**src/rtl/tdm_demux_1x4_pkg.sv**
```systemverilog
// Shared types and helpers for the 1-to-4 TDM demultiplexer.
package tdm_demux_1x4_pkg;

    localparam int NUM_LANES = 4;
    localparam int SLOT_W    = 2;

    // Framing state: HUNT waits for a frame_sync word, LOCKED tracks slots.
    typedef enum logic {
        HUNT   = 1'b0,
        LOCKED = 1'b1
    } state_e;

    typedef logic [SLOT_W-1:0] lane_idx_t;

    // One-hot lane mask for a lane index.
    function automatic logic [NUM_LANES-1:0] lane_onehot(input lane_idx_t idx);
        logic [NUM_LANES-1:0] mask;
        mask      = '0;
        mask[idx] = 1'b1;
        return mask;
    endfunction

endpackage

```
**src/rtl/tdm_demux_1x4_slot_tracker.sv**
```systemverilog
// Framing state machine and slot counter: decides which lane (if any)
// receives the current word and raises the framing status pulses.
module tdm_demux_1x4_slot_tracker
    import tdm_demux_1x4_pkg::*;
(
    input  logic      clk,
    input  logic      rst_n,
    input  logic      din_valid_i,
    input  logic      frame_sync_i,
    input  logic      mode_auto_i,
    input  lane_idx_t sel_i,
    output lane_idx_t lane_idx_o,
    output logic      wr_en_o,
    output logic      frame_done_o,
    output logic      sync_err_o,
    output logic      locked_o
);

    state_e    state_q, state_d;
    lane_idx_t slot_q, slot_d;
    logic      mode_q;
    logic      frame_done_q, frame_done_d;
    logic      sync_err_q, sync_err_d;

    // Effective state/slot after a manual-to-auto switch has been applied.
    state_e    eff_state;
    lane_idx_t eff_slot;

    // Next-state, write decision and status pulses for the current word.
    always_comb begin
        // NOTE: every output of this block gets a default first; a path that
        // left one unassigned would infer a latch.
        state_d      = state_q;
        slot_d       = slot_q;
        frame_done_d = 1'b0;
        sync_err_d   = 1'b0;
        wr_en_o      = 1'b0;
        lane_idx_o   = slot_q;
        eff_state    = state_q;
        eff_slot     = slot_q;

        if (!mode_auto_i) begin
            // Manual: sel routes every valid word, framing is held idle.
            state_d    = HUNT;
            slot_d     = '0;
            wr_en_o    = din_valid_i;
            lane_idx_o = sel_i;
        end else begin
            // A fresh entry into auto mode starts hunting on this very word.
            if (!mode_q) begin
                eff_state = HUNT;
                eff_slot  = '0;
            end
            state_d = eff_state;
            slot_d  = eff_slot;

            if (din_valid_i) begin
                unique case (eff_state)
                    HUNT: begin
                        if (frame_sync_i) begin
                            wr_en_o    = 1'b1;
                            lane_idx_o = '0;
                            slot_d     = lane_idx_t'(1);
                            state_d    = LOCKED;
                        end
                    end
                    LOCKED: begin
                        if (frame_sync_i) begin
                            // Sync on slot 0 is normal; anywhere else it
                            // flags an early sync and restarts the frame.
                            wr_en_o    = 1'b1;
                            lane_idx_o = '0;
                            slot_d     = lane_idx_t'(1);
                            sync_err_d = (eff_slot != '0);
                        end else if (eff_slot == '0) begin
                            // Expected sync is missing: drop word, re-hunt.
                            sync_err_d = 1'b1;
                            state_d    = HUNT;
                            slot_d     = '0;
                        end else begin
                            wr_en_o      = 1'b1;
                            lane_idx_o   = eff_slot;
                            slot_d       = eff_slot + lane_idx_t'(1);
                            frame_done_d = (eff_slot == lane_idx_t'(NUM_LANES - 1));
                        end
                    end
                    default: ;
                endcase
            end
        end
    end

    // State, slot counter, mode history and registered status pulses.
    always_ff @(posedge clk or negedge rst_n) begin
        if (!rst_n) begin
            state_q      <= HUNT;
            slot_q       <= '0;
            mode_q       <= 1'b0;
            frame_done_q <= 1'b0;
            sync_err_q   <= 1'b0;
        end else begin
            // NOTE: registers use non-blocking assignments so every flop
            // samples pre-edge values regardless of statement order.
            state_q      <= state_d;
            slot_q       <= slot_d;
            mode_q       <= mode_auto_i;
            frame_done_q <= frame_done_d;
            sync_err_q   <= sync_err_d;
        end
    end

    assign frame_done_o = frame_done_q;
    assign sync_err_o   = sync_err_q;
    assign locked_o     = (state_q == LOCKED);

endmodule

```
**src/rtl/tdm_demux_1x4.sv**
```systemverilog
// 1-to-4 TDM demultiplexer: routes a time-multiplexed word stream onto
// four registered output lanes, by sel (manual) or by frame slot (auto).
module tdm_demux_1x4
    import tdm_demux_1x4_pkg::*;
#(
    parameter int W = 8
) (
    input  logic                 clk,
    input  logic                 rst_n,
    input  logic [W-1:0]         din,
    input  logic                 din_valid,
    input  logic                 frame_sync,
    input  logic                 mode_auto,
    input  logic [1:0]           sel,
    output logic [NUM_LANES*W-1:0] dout,
    output logic [NUM_LANES-1:0] dout_valid,
    output logic                 frame_done,
    output logic                 sync_err,
    output logic                 locked
);

    lane_idx_t lane_idx;
    logic      wr_en;

    // Packed so that lane k lands on dout[k*W +: W].
    logic [NUM_LANES-1:0][W-1:0] lanes_q;
    logic [NUM_LANES-1:0]        dout_valid_q;

    tdm_demux_1x4_slot_tracker u_slot_tracker (
        .clk          (clk),
        .rst_n        (rst_n),
        .din_valid_i  (din_valid),
        .frame_sync_i (frame_sync),
        .mode_auto_i  (mode_auto),
        .sel_i        (sel),
        .lane_idx_o   (lane_idx),
        .wr_en_o      (wr_en),
        .frame_done_o (frame_done),
        .sync_err_o   (sync_err),
        .locked_o     (locked)
    );

    // Lane registers hold their word until rewritten; valid strobes pulse.
    always_ff @(posedge clk or negedge rst_n) begin
        if (!rst_n) begin
            // NOTE: the lane storage is reset because dout must read 0
            // after reset; it is only four words, not a RAM.
            lanes_q      <= '0;
            dout_valid_q <= '0;
        end else begin
            dout_valid_q <= wr_en ? lane_onehot(lane_idx) : '0;
            if (wr_en) begin
                lanes_q[lane_idx] <= din;
            end
        end
    end

    assign dout       = lanes_q;
    assign dout_valid = dout_valid_q;

endmodule

```
**config.mk**
```make
export PLATFORM = sky130hd
export DESIGN_NAME = tdm_demux_1x4
export DESIGN_NICKNAME = d
export VERILOG_FILES = /design/src/rtl/tdm_demux_1x4_pkg.sv /design/src/rtl/tdm_demux_1x4_slot_tracker.sv /design/src/rtl/tdm_demux_1x4.sv
export SDC_FILE = /design/constraint.sdc
export NUM_CORES = 1
export LEC_CHECK = 0
export ABC_AREA = 1
export CORE_ASPECT_RATIO = 1.1
export CORE_MARGIN = 1.5
export CORE_UTILIZATION = 46
export CTS_CLUSTER_SIZE = 25
export DETAILED_ROUTE_END_ITERATION = 12
export PLACE_DENSITY = 0.75
export SLEW_MARGIN = 10
export SYNTH_ARGS = -nofsm -noshare
export SYNTH_HDL_FRONTEND = slang
export SYNTH_HIERARCHICAL = 1
export SYNTH_SLANG_ARGS = --single-unit
```
**constraint.sdc**
```tcl
create_clock -name clk -period 2.13 [get_ports clk]
set_input_delay 0.3195 -clock clk [delete_from_list [all_inputs] [get_ports clk]]
set_output_delay 0.3195 -clock clk [all_outputs]
set_load 0.02 [all_outputs]
```
* Yosys cells after proc, flatten, opt, wreduce, memory -nomap -nowiden
Index checks and enable logic that the tools add are counted.
Operators by class: add/subtract/negate cells 1, order comparisons 2, equality and inequality tests 1, multiplexer cells 40, bitwise logic cells 1, reduce and logical (&&, ||, !) cells 3
Operators with widths (number):
- $bwmux W32 | 1
- $mux W2 | 12
- $mux W1 | 20
- $demux W8 S2 | 1
- $mux W8 | 1
- $pmux W2 S2 | 2
- $mux W4 | 1
- $lt A2 B3 Y1 const B | 1
- $add A2 B1 Y2 const B | 1
- $demux W1 S2 | 1
- $eq A2 B2 Y1 const B | 1
- $ge A2 B1 Y1 const B | 1
- $logic_not A2 Y1 | 1
- $pmux W1 S2 | 1
- $reduce_bool A2 Y1 | 1
- $logic_and A1 B1 Y1 | 1
- $not A1 Y1 | 1
Storage, ports and cells: register bits after elaboration 42, input port bits 15, word-level logic and storage cells 58

* Longest topological paths before layout
Gate-level depths: netlist of the first run.
depth in word-level cells 13, mapped depth 10

* Hierarchy
The synthesis of the first run kept the hierarchy.
Modules (own cells, without submodules):
- tdm_demux_1x4 | times used 1, cells an instance 151, area an instance 1490.2 um^2, seq. area each 900.9 um^2
- tdm_demux_1x4_slot_tracker | times used 1, cells an instance 42, area an instance 329.1 um^2, seq. area each 150.1 um^2

* Least setup slack after synthesis of the first run
OpenSTA, ideal clock, no wires.
path kind flip-flop to flip-flop, from register u_slot_tracker.mode_q, to register lanes_q, in the netlist dout[24], setup time 0.118 ns, arrival time 1.462 ns, setup slack 0.550 ns, cell stages (with the launch flop) 11, path buffers 1, period minus slack after synthesis 1.580 ns, path through dfrtp_1 nand2_1 ha_1 ha_1 nand2_1 nand2_1 o21ai_0 buf_4 nand3_2 nand2_1 nand2_1
Between the ends: elaborated cells between the ends (all ways) 22, classes of those cells 2 x order compare; 17 x mux; 1 x bitwise; 2 x reduce/logical
RTL lines:
- start: declaration | line tdm_demux_1x4_slot_tracker.sv:21 | logic mode_q;
- start signal: assignment | line tdm_demux_1x4_slot_tracker.sv:106 | mode_q <= mode_auto_i;
- $mux W2 | line tdm_demux_1x4_slot_tracker.sv:50 | if (!mode_q) begin
- $mux W2 | line tdm_demux_1x4_slot_tracker.sv:42 | if (!mode_auto_i) begin
- $logic_not A2 Y1 | line tdm_demux_1x4_slot_tracker.sv:75 | end else if (eff_slot == '0) begin
- $mux W1 | line tdm_demux_1x4_slot_tracker.sv:75
- $mux W1 | line tdm_demux_1x4_slot_tracker.sv:68 | if (frame_sync_i) begin
- $pmux W1 S2 (*) | line tdm_demux_1x4_slot_tracker.sv:58 | unique case (eff_state)
- $mux W1 (*) | line tdm_demux_1x4_slot_tracker.sv:57 | if (din_valid_i) begin
- $mux W1 (*) | line tdm_demux_1x4_slot_tracker.sv:42
- named net wr_en | line tdm_demux_1x4.sv:23 | logic wr_en;
- end signal: indexed assignment | line tdm_demux_1x4.sv:53 | lanes_q[lane_idx] <= din;
- end: declaration | line tdm_demux_1x4.sv:26 | logic [NUM_LANES-1:0][W-1:0] lanes_q;
The timed path passes the listed nets; every way through them passes the cells marked *. The select of a mux whose other input is x is not followed. A chain may end at the register's enable or synchronous reset.

* Worst setup path in the final report of the first run
from register u_slot_tracker.mode_q, to register lanes_q, in the netlist dout[6]
Same word-level chain as after synthesis.

==> results of run 1 <==
==> final cells by class <==
class | count | area (sq um) | share of cell area (%)
clock buffer | 6 | 82.6 | 3.29
clock inverter | 2 | 12.5 | 0.498
inverter | 10 | 37.5 | 1.49
multi-input combinational | 133 | 659 | 26.2
sequential | 42 | 1050 | 41.8
tap | 50 | 62.6 | 2.49
timing repair buffer | 62 | 608 | 24.2
==> logic make-up (layout without fill, tap and decap cells) <==
family | count (synthesis) | after routing | synth area share (%)
AND/OR/NAND/NOR | 127 | 127 | 33.4
AO/OA/AOI/OAI | 4 | 4 | 1.24
adder cells (fa/ha/maj) | 2 | 2 | 1.38
flip-flops | 42 | 42 | 57.8
buffers and inverters | 18 | 80 | 6.19
==> tightest hold or removal path, delay by kind of cell (launching register included) <==
kind	cells	cell delay (ns)
DFF	1	0.34
and+or+nand+nor	2	0.10
==> registers in the layout (all words and copies together) (netlist names) <==
signal,cells
u_slot_tracker/frame_done_o,1
u_slot_tracker/locked_o,1
u_slot_tracker/mode_q,1
dout_valid,4
dout,32
u_slot_tracker/sync_err_o,1
u_slot_tracker/slot_q,2
==> cell usage in the layout (no fill, tap or decap), drive strengths merged, types with 2 or more instances in the layout <==
cell,synthesis,layout
inv,9,9
clkinv,1,2
nor3,2,2
a21oi,2,2
nand2,78,78
clkbuf,0,6
clkdlybuf4s50,0,52
nand3,17,17
nor2,5,5
nand4,24,24
buf,8,9
dfrtp,42,42
ha,2,2
==> power groups by stage <==
stage	registers (uW)	logic [uW]	clock network (uW)
after floorplan	1230	198	0
after global placement	1050	768	0
after detailed placement	1050	778	0
after CTS	1030	783	538
after global routing	1050	840	569
final	1030	776	520
==> how the worst min path moves through the flow <==
stage                         from            end  slack [ns]  cells past startpoint
final                     dout[14]       dout[14]        0.47                      2
after global routing      dout[12]       dout[12]        0.50                      2
after CTS                 dout[14]       dout[14]        0.48                      2
after detailed placement     rst_n  dout_valid[0]        0.31                      1
after global placement       rst_n  dout_valid[0]        0.31                      1
after floorplan              rst_n        dout[0]        0.02                      0
==> metal layers <==
layer / vias to the layer above / part of all wire, % / GRT usage [%]
li1: 764 / - / -
met4: 0 / 1.9 / 11.9
met2: 43 / 47 / 30.1
met3: 4 / 3.8 / 3.25
met1: 741 / 47 / 26.8
met5: - / 0 / 0
==> stage by stage <==
step | util, % | instance area, sq um | instances | hold slack (ns)
5_1_grt | 67.7 | 2510 | 305 | 0.505
2_1_floorplan | - | 1820 | 193 | 0.0239
4_1_cts | 67.7 | 2510 | 305 | 0.480
3_5_place_dp | 64.9 | 2410 | 296 | 0.306
6_report | 67.7 | 2510 | 305 | 0.473
3_3_place_gp | 64.9 | 2410 | 296 | 0.310
==> summary.md, run 1 <==
Clock tree synthesis found a total of 42 sinks. 0 antenna diodes ended up in the layout. Of the cells placed in the final design, the portion with a size suffix greater than 1 is 10.6%. The H-tree generated during clock tree synthesis spans 2 levels. The logs give 2330 uW for the final total power and 2.04 ns for the data arrival time at the worst-slack endpoint. In this design, the stage delay of the slowest critical-path cell is 0.41 ns.

The tools report the internal portion of total power as 1570 uW. The clock reaches the later pin of the worst-skew pair after 0.29 ns. The tools report the launching instance or port of the critical path as u_slot_tracker/mode_q. The tools report the clock group share of total power as 22.3%. The number of setup buffers added after CTS is 0. The overall routing resource usage is 19.7%. The cts-stage hold buffer count is 1. In the final design database the tool counted 271 nets. When the netlist entered floorplanning its net count stood at 210. The initial core utilization was 49.0%; the register share of total power was 44.4%. The critical path goes through nand2_1 -> ha_1 -> ha_1 -> nand2_1 -> nand2_1 -> o21ai_2 -> buf_4 -> nand2_4 -> nand2_1 -> nand2_1. In this run the clock root is driven by a sky130_fd_sc_hd__clkbuf_8. The weighted congestion reported at the end of routability-driven placement came out at 0.805. In this run the worst path has a maximum fanout of 18.

Based on the critical path, the design can be clocked at up to 0.538 GHz. Setup violations remaining at the end of the flow were counted as 0. The areal power density over the cells is 926 nW/um^2. By instance count, the cell type seen most on the critical path is sky130_fd_sc_hd__nand2_1. Detailed placement ended at an HPWL of 2.91 mm. Before CTS, the worst setup slack after placement is 0.126 ns. TritonCTS built the clock tree. Cell with the largest stage delay on the worst path: sky130_fd_sc_hd__dfrtp_1. Post-route clock period utilization: 87.2%. The run finished with clean final reports. Remaining global-route overflow: 0. For the post-route worst setup slack, the log shows 0.272 ns. The tools report the critical register-to-register path startpoint as u_slot_tracker/mode_q. After synthesis, the share of flip-flops with an asynchronous set or reset is 100%. After clock tree synthesis, the repair step resized 0 gates. After clock tree synthesis, the clock-pin slew on the worst setup and hold paths is 0.08 ns.

The via-per-instance ratio came out at 5.09. The logs give 0 for the hold violation total from the final report and 0 for the DRC violations left. Area share of the largest cell type after synthesis: 57.8%. The number of cells on the worst reg-to-reg path works out to 10. At the pin with the least slew margin, the transition time is 0.487 ns. The total buffers and inverters traversed by the critical path was 1; the total of warnings raised by yosys was 6. The mapped netlist covers 1820 sq um.

The static leakage is 0.00125 uW, and the required time reported for the critical path endpoint is 2.31 ns. The switching power summed over all nets is 759 uW, and the mean instance size in the synthesized netlist is 9.43 sq um. The area of the die is 4340 sq um, and the width of the die is 63.0 um. The run gives 3.90 mm as the wire length reported by the detailed router. TritonCTS created 5 clock buffers.

Across the routed clock network, the largest skew measured is 0.00249 ns. Per report_power, the combinational group accounts for 33.3% of the total. In this run the register-to-register setup slack is 0.27 ns. Via count: 1552.

The run gives 302 as the number of filler instances in the final layout. The switching portion of total power is 32.6%, and the number of library cell types mapped by synthesis is 21. In this run the critical register-to-register path is captured at dout[6]. Measured against its own limit, the worst slew margin works out to 67.5%. The primary flip-flop cell chosen by synthesis mapping was sky130_fd_sc_hd__dfrtp_1. The via count of the first global-routing pass is 1329. Entering global routing, the biggest net connects 24 pins. The area overhead of the layout relative to synthesis was 38.2%; the count of input and output buffers was 53.

The final max-slew violation count was 0. Post-synthesis register bit count: 42. For the final sum of negative setup slack, the log shows 0 ns. The synthesized design spends more area on one cell type than any other, namely sky130_fd_sc_hd__dfrtp_1. By area the synthesized netlist is led by sky130_fd_sc_hd__dfrtp_1 58%, sky130_fd_sc_hd__nand2_1 16%, sky130_fd_sc_hd__nand4_1 8.3%. The run gives 2 as the maximum clock path buffer count. The number of cell rows was 23.

The number of logic stages on the critical path including buffering was 10. The commonest cells after synthesis are 76 x sky130_fd_sc_hd__nand2_1, 42 x sky130_fd_sc_hd__dfrtp_1, 24 x sky130_fd_sc_hd__nand4_1. The count of flip-flops with a built-in enable after synthesis works out to 0. Grouping stages by cell kind, the critical path spends the most delay in simple AND/OR/NAND/NOR gates. Time the worst path needs with I/O delays and setup: 1.86 ns. The critical path is of the flip-flop to flip-flop type. The logs give 74 for the number of DRC markers after the initial detailed-route iteration and 193 for the number of cells produced by synthesis.

The initial antenna violation count is 0. Setup repair after global routing left no endpoint under its margin. Following the worst setup path forward leads to its endpoint at dout[6]. The run gives 0 as the post-detailed-route count of antenna-violating nets.

STA classifies the critical path endpoint as a flip-flop. The die boundary height came out at 69.0 um. sky130_fd_sc_hd__nand2_1 is the most common cell in the netlist. In this run the worst hold path is classified as flip-flop to flip-flop. After synthesis, flip-flops and latches occupy 57.8% of the total area. The tool flagged a number of max-cap violations equal to 0. The tools report the type of element launching the critical path as a flip-flop. The first global-routing pass estimated 6.33 mm of wire. For the total core area, the log shows 3710 sq um. The peak ir drop on the vdd network is 0.545 mV. The pre-antenna-repair detailed-routing pass consisted of 4 iterations. The boundary pin count was 54. After detailed routing, the average wire length per cell comes to 12.8 um.
(Power assumes the default switching activity.)
==> run 2: changes to the inputs <==
--- a/config.mk
+++ b/config.mk
@@ -6,8 +6,9 @@
 export NUM_CORES = 1
 export LEC_CHECK = 0
 export ABC_AREA = 1
+export CAP_MARGIN = 30
 export CORE_ASPECT_RATIO = 1.1
-export CORE_MARGIN = 1.5
+export CORE_MARGIN = 2
 export CORE_UTILIZATION = 46
 export CTS_CLUSTER_SIZE = 25
 export DETAILED_ROUTE_END_ITERATION = 12
==> summary.md, run 2 (same netlist as run 1, synthesis figures left out) <==
The tools report the post-detailed-route count of antenna-violating nets as 0 (unchanged). Clock net sink count: 42 (unchanged). Worst setup slack after placement: -0.0250 ns (-0.151 ns). The run gives 0.00125 uW (about the same) as the static leakage.

The final max-slew violation count came out at 0 (unchanged). The via count of the first global-routing pass was 1442 (+8.5%). The maximum clock path buffer count is 2 (unchanged), and the multi-input gate area in the final layout is 674 sq um (+2.3%).

The biggest fanout along the worst timing path is 15 (-3), and the boundary pin count is 54 (unchanged). For the initial core utilization, the log shows 49.0% (unchanged). The remaining global-route overflow came out at 0 (unchanged). The headroom to the max-slew limit was 67.7% (+0.19 points); the highest attainable clock frequency was 0.527 GHz (-2.0%).

The run gives 270 (-0.37%) as the net total in the final layout. The worst setup path is launched from a flip-flop. The sort of element at the end of the critical path is a flip-flop.

The run gives 2410 sq um (+0.21%) as the standard cell area after detailed placement. The destination of the worst register-to-register timing path was dout[15]. Number of filler instances in the final layout: 291 (-3.6%). The first-pass GRT wire length came out at 6.98 mm (+10%). The final total power is 2350 uW (+1.1%). Leaving out fill and tap cells, the most frequent cell in the layout is sky130_fd_sc_hd__nand2_1. The half-perimeter wire length of the detailed placement result is 2.99 mm (+2.6%).

The number of DRC markers after the initial detailed-route iteration came out at 101 (+36%). The cell repeated most along the worst path is sky130_fd_sc_hd__nand2_1. The ratio of cells with drive above 1 in the final layout is 10.2% (-0.35 points). The count of input and output buffers is 53 (unchanged), and the internal portion of total power is 1570 uW (+0.33%). Overall routing resource usage: 19.8% (+0.067 points). The library cells used most frequently in the layout, excluding fill and tap cells, are 76 x sky130_fd_sc_hd__nand2_1, 52 x sky130_fd_sc_hd__clkdlybuf4s50_1, 42 x sky130_fd_sc_hd__dfrtp_1. The signal on the critical path passes through nand2_1 -> ha_1 -> ha_1 -> nand2_1 -> nand2_1 -> o21ai_4 -> nand3_2 -> nand2_1 -> nand2_1.

The via-per-instance ratio is 5.00 (-1.7%), and the area overhead of the layout relative to synthesis is 39.3%. Final-report setup violation count: 0 (unchanged). The critical path class was flip-flop to flip-flop. Areal power density over the cells: 929 nW/um^2 (+0.34%). The die boundary height is 70.0 um (+1.5%), and the DRC violations left is 0 (unchanged). The logs give 0.612 mV (+12%) for the peak ir drop on the vdd network and 4470 sq um (+3.1%) for the area of the die. The register-to-register setup slack was 0.23 ns (-0.04 ns).

The total buffers and inverters traversed by the critical path came out at 0 (-1). The run gives 0 (unchanged) as the hold violation total from the final report. Launching instance or port of the critical path: u_slot_tracker/mode_q. The H-tree depth reported by CTS came out at 2 (unchanged).

Setup repair after global routing left no endpoint under its margin. The area of all sequential standard cells is 1050 sq um (unchanged). The via count is 1520 (-2.1%), and the switching portion of total power is 33.1% (+0.54 points). The flow ran to the end, and the final reports show no timing, DRC or antenna violations.

The post-route standard cell area excluding fillers was 2530 sq um (+0.80%). The width of the die works out to 64.0 um (+1.6%). The slew at the pin with the worst max-slew slack is 0.482 ns (-0.00472 ns). The slowest stage of the critical path is the sky130_fd_sc_hd__dfrtp_1 cell. The part of the power in combinational logic was 33.5% (+0.2 points). The logs give 0 (unchanged) for the initial antenna violation count and 23 (unchanged) for the number of cell rows.

The logs give 3710 sq um (unchanged) for the total core area and 780 uW (+2.8%) for the switching power summed over all nets. The post-CTS setup buffer count is 0 (unchanged), and the register share of total power is 44.0% (-0.4 points). The clock insertion delay at the later pin of the skew report came out at 0.30 ns (about the same). Time the worst path needs with I/O delays and setup: 1.90 ns (+0.0382 ns). The clock tree skew after final layout is 0.00858 ns (+0.00609 ns).

For the weighted congestion reported at the end of routability-driven placement, the log shows 0.785 (-2.5%). The flip-flop count of the largest register, all copies and words added works out to 32 (unchanged). For the TritonCTS buffer count, the log shows 5 (unchanged).

The post-route clock period utilization was 89.0% (+1.8 points). In this run the worst hold path is classified as primary input to async pin. The data arrival time at the worst-slack endpoint was 2.08 ns (+0.04 ns).

The delay of the slowest cell on the worst path came out at 0.42 ns (about the same). The max-cap violation count was 0 (unchanged). The required time reported for the critical path endpoint was 2.31 ns (about the same).

Post-route worst setup slack: 0.234 ns (-0.0382 ns). Average wire per standard cell: 13.4 um (+4.4%). CTS clock-pin slew for the worst setup and hold paths: 0.09 ns (about the same).

The logs give 4.06 mm (+4.1%) for the wire length reported by the detailed router and 22 (-8.3%) for the pin count of the biggest net entering global routing. Clock group share of total power: 22.6% (+0.3 points). The worst register-to-register path begins at u_slot_tracker/mode_q. Antenna diode count: 0 (unchanged). The tree is rooted in a sky130_fd_sc_hd__clkbuf_8.

TritonCTS built the clock tree. The kind of cell with the highest combined delay along the critical path is simple AND/OR/NAND/NOR gates. The number of cells on the worst reg-to-reg path was 9 (-1).

Number of detailed-route iterations in the first pass: 4 (unchanged).
==> run 2: cell count changes in the layout (fill, tap and decap cells not counted) <==
cell,previous run,this run
sky130_fd_sc_hd__o21ai_2,1,0
sky130_fd_sc_hd__nand3_4,0,1
sky130_fd_sc_hd__buf_12,1,2
sky130_fd_sc_hd__o21ai_4,0,1
sky130_fd_sc_hd__buf_4,7,5
sky130_fd_sc_hd__nand3_2,3,2
==> run 2: final cells by class <==
type | instances | area share [%]
clock buffers | 6 | 3.26
repair buffers | 61 | 24.2
inverters | 10 | 1.48
flip-flops and latches | 42 | 41.5
well taps | 50 | 2.47
clock inverters | 2 | 0.494
multi-input cells | 133 | 26.6
==> run 2: stage by stage <==
stage               hold WS [ns]  util [%]  instances  TNS [ns]
detailed placement         0.131      65.0        295   -0.0824
global placement           0.132      65.0        295         0
CTS                        0.348      67.8        304         0
finish                     0.351      68.3        304         0
global route               0.363      68.3        304         0
floorplan                 0.0239         -        193         0
==> run 2: layer usage <==
| metal | vias up | global-route usage, % | part of all wire [%] |
|---|---|---|---|
| li1 | 764 | - | - |
| met1 | 703 | 26.5 | 44 |
| met2 | 47 | 32.3 | 50 |
| met3 | 6 | 4.35 | 4.4 |
| met4 | 0 | 5.07 | 1.1 |
| met5 | - | 0 | 0 |
==> run 2: power groups by stage <==
stage	Sequential, uW	Combinational (uW)	Clock [uW]
2_1_floorplan	1230	198	0
3_3_place_gp	1050	771	0
3_5_place_dp	1050	789	0
4_1_cts	1040	792	540
5_1_grt	1060	850	586
6_report	1040	788	531
==> run 2: worst max path at each step <==
stage / end / cells after the start
floorplan: dout[24] / 10
global placement: dout[13] / 9
detailed placement: dout[27] / 9
CTS: dout[27] / 9
global route: dout[26] / 9
finish: dout[15] / 9
==> run 2: worst register-to-register path, cell delays in order, from the launching register on <==
cell,delay [ns]
sky130_fd_sc_hd__dfrtp_1,0.42
sky130_fd_sc_hd__nand2_1,0.13
sky130_fd_sc_hd__ha_1,0.22
sky130_fd_sc_hd__ha_1,0.18
sky130_fd_sc_hd__nand2_1,0.10
sky130_fd_sc_hd__nand2_1,0.10
sky130_fd_sc_hd__o21ai_4,0.20
sky130_fd_sc_hd__nand3_2,0.26
sky130_fd_sc_hd__nand2_1,0.13
sky130_fd_sc_hd__nand2_1,0.06
==> run 2: repair_timing <==
action                     in CTS  in global routing
setup endpoints to repair       0                  1
hold buffers                    1                  0
resized for setup               0                  2
hold endpoints to repair        3                  0
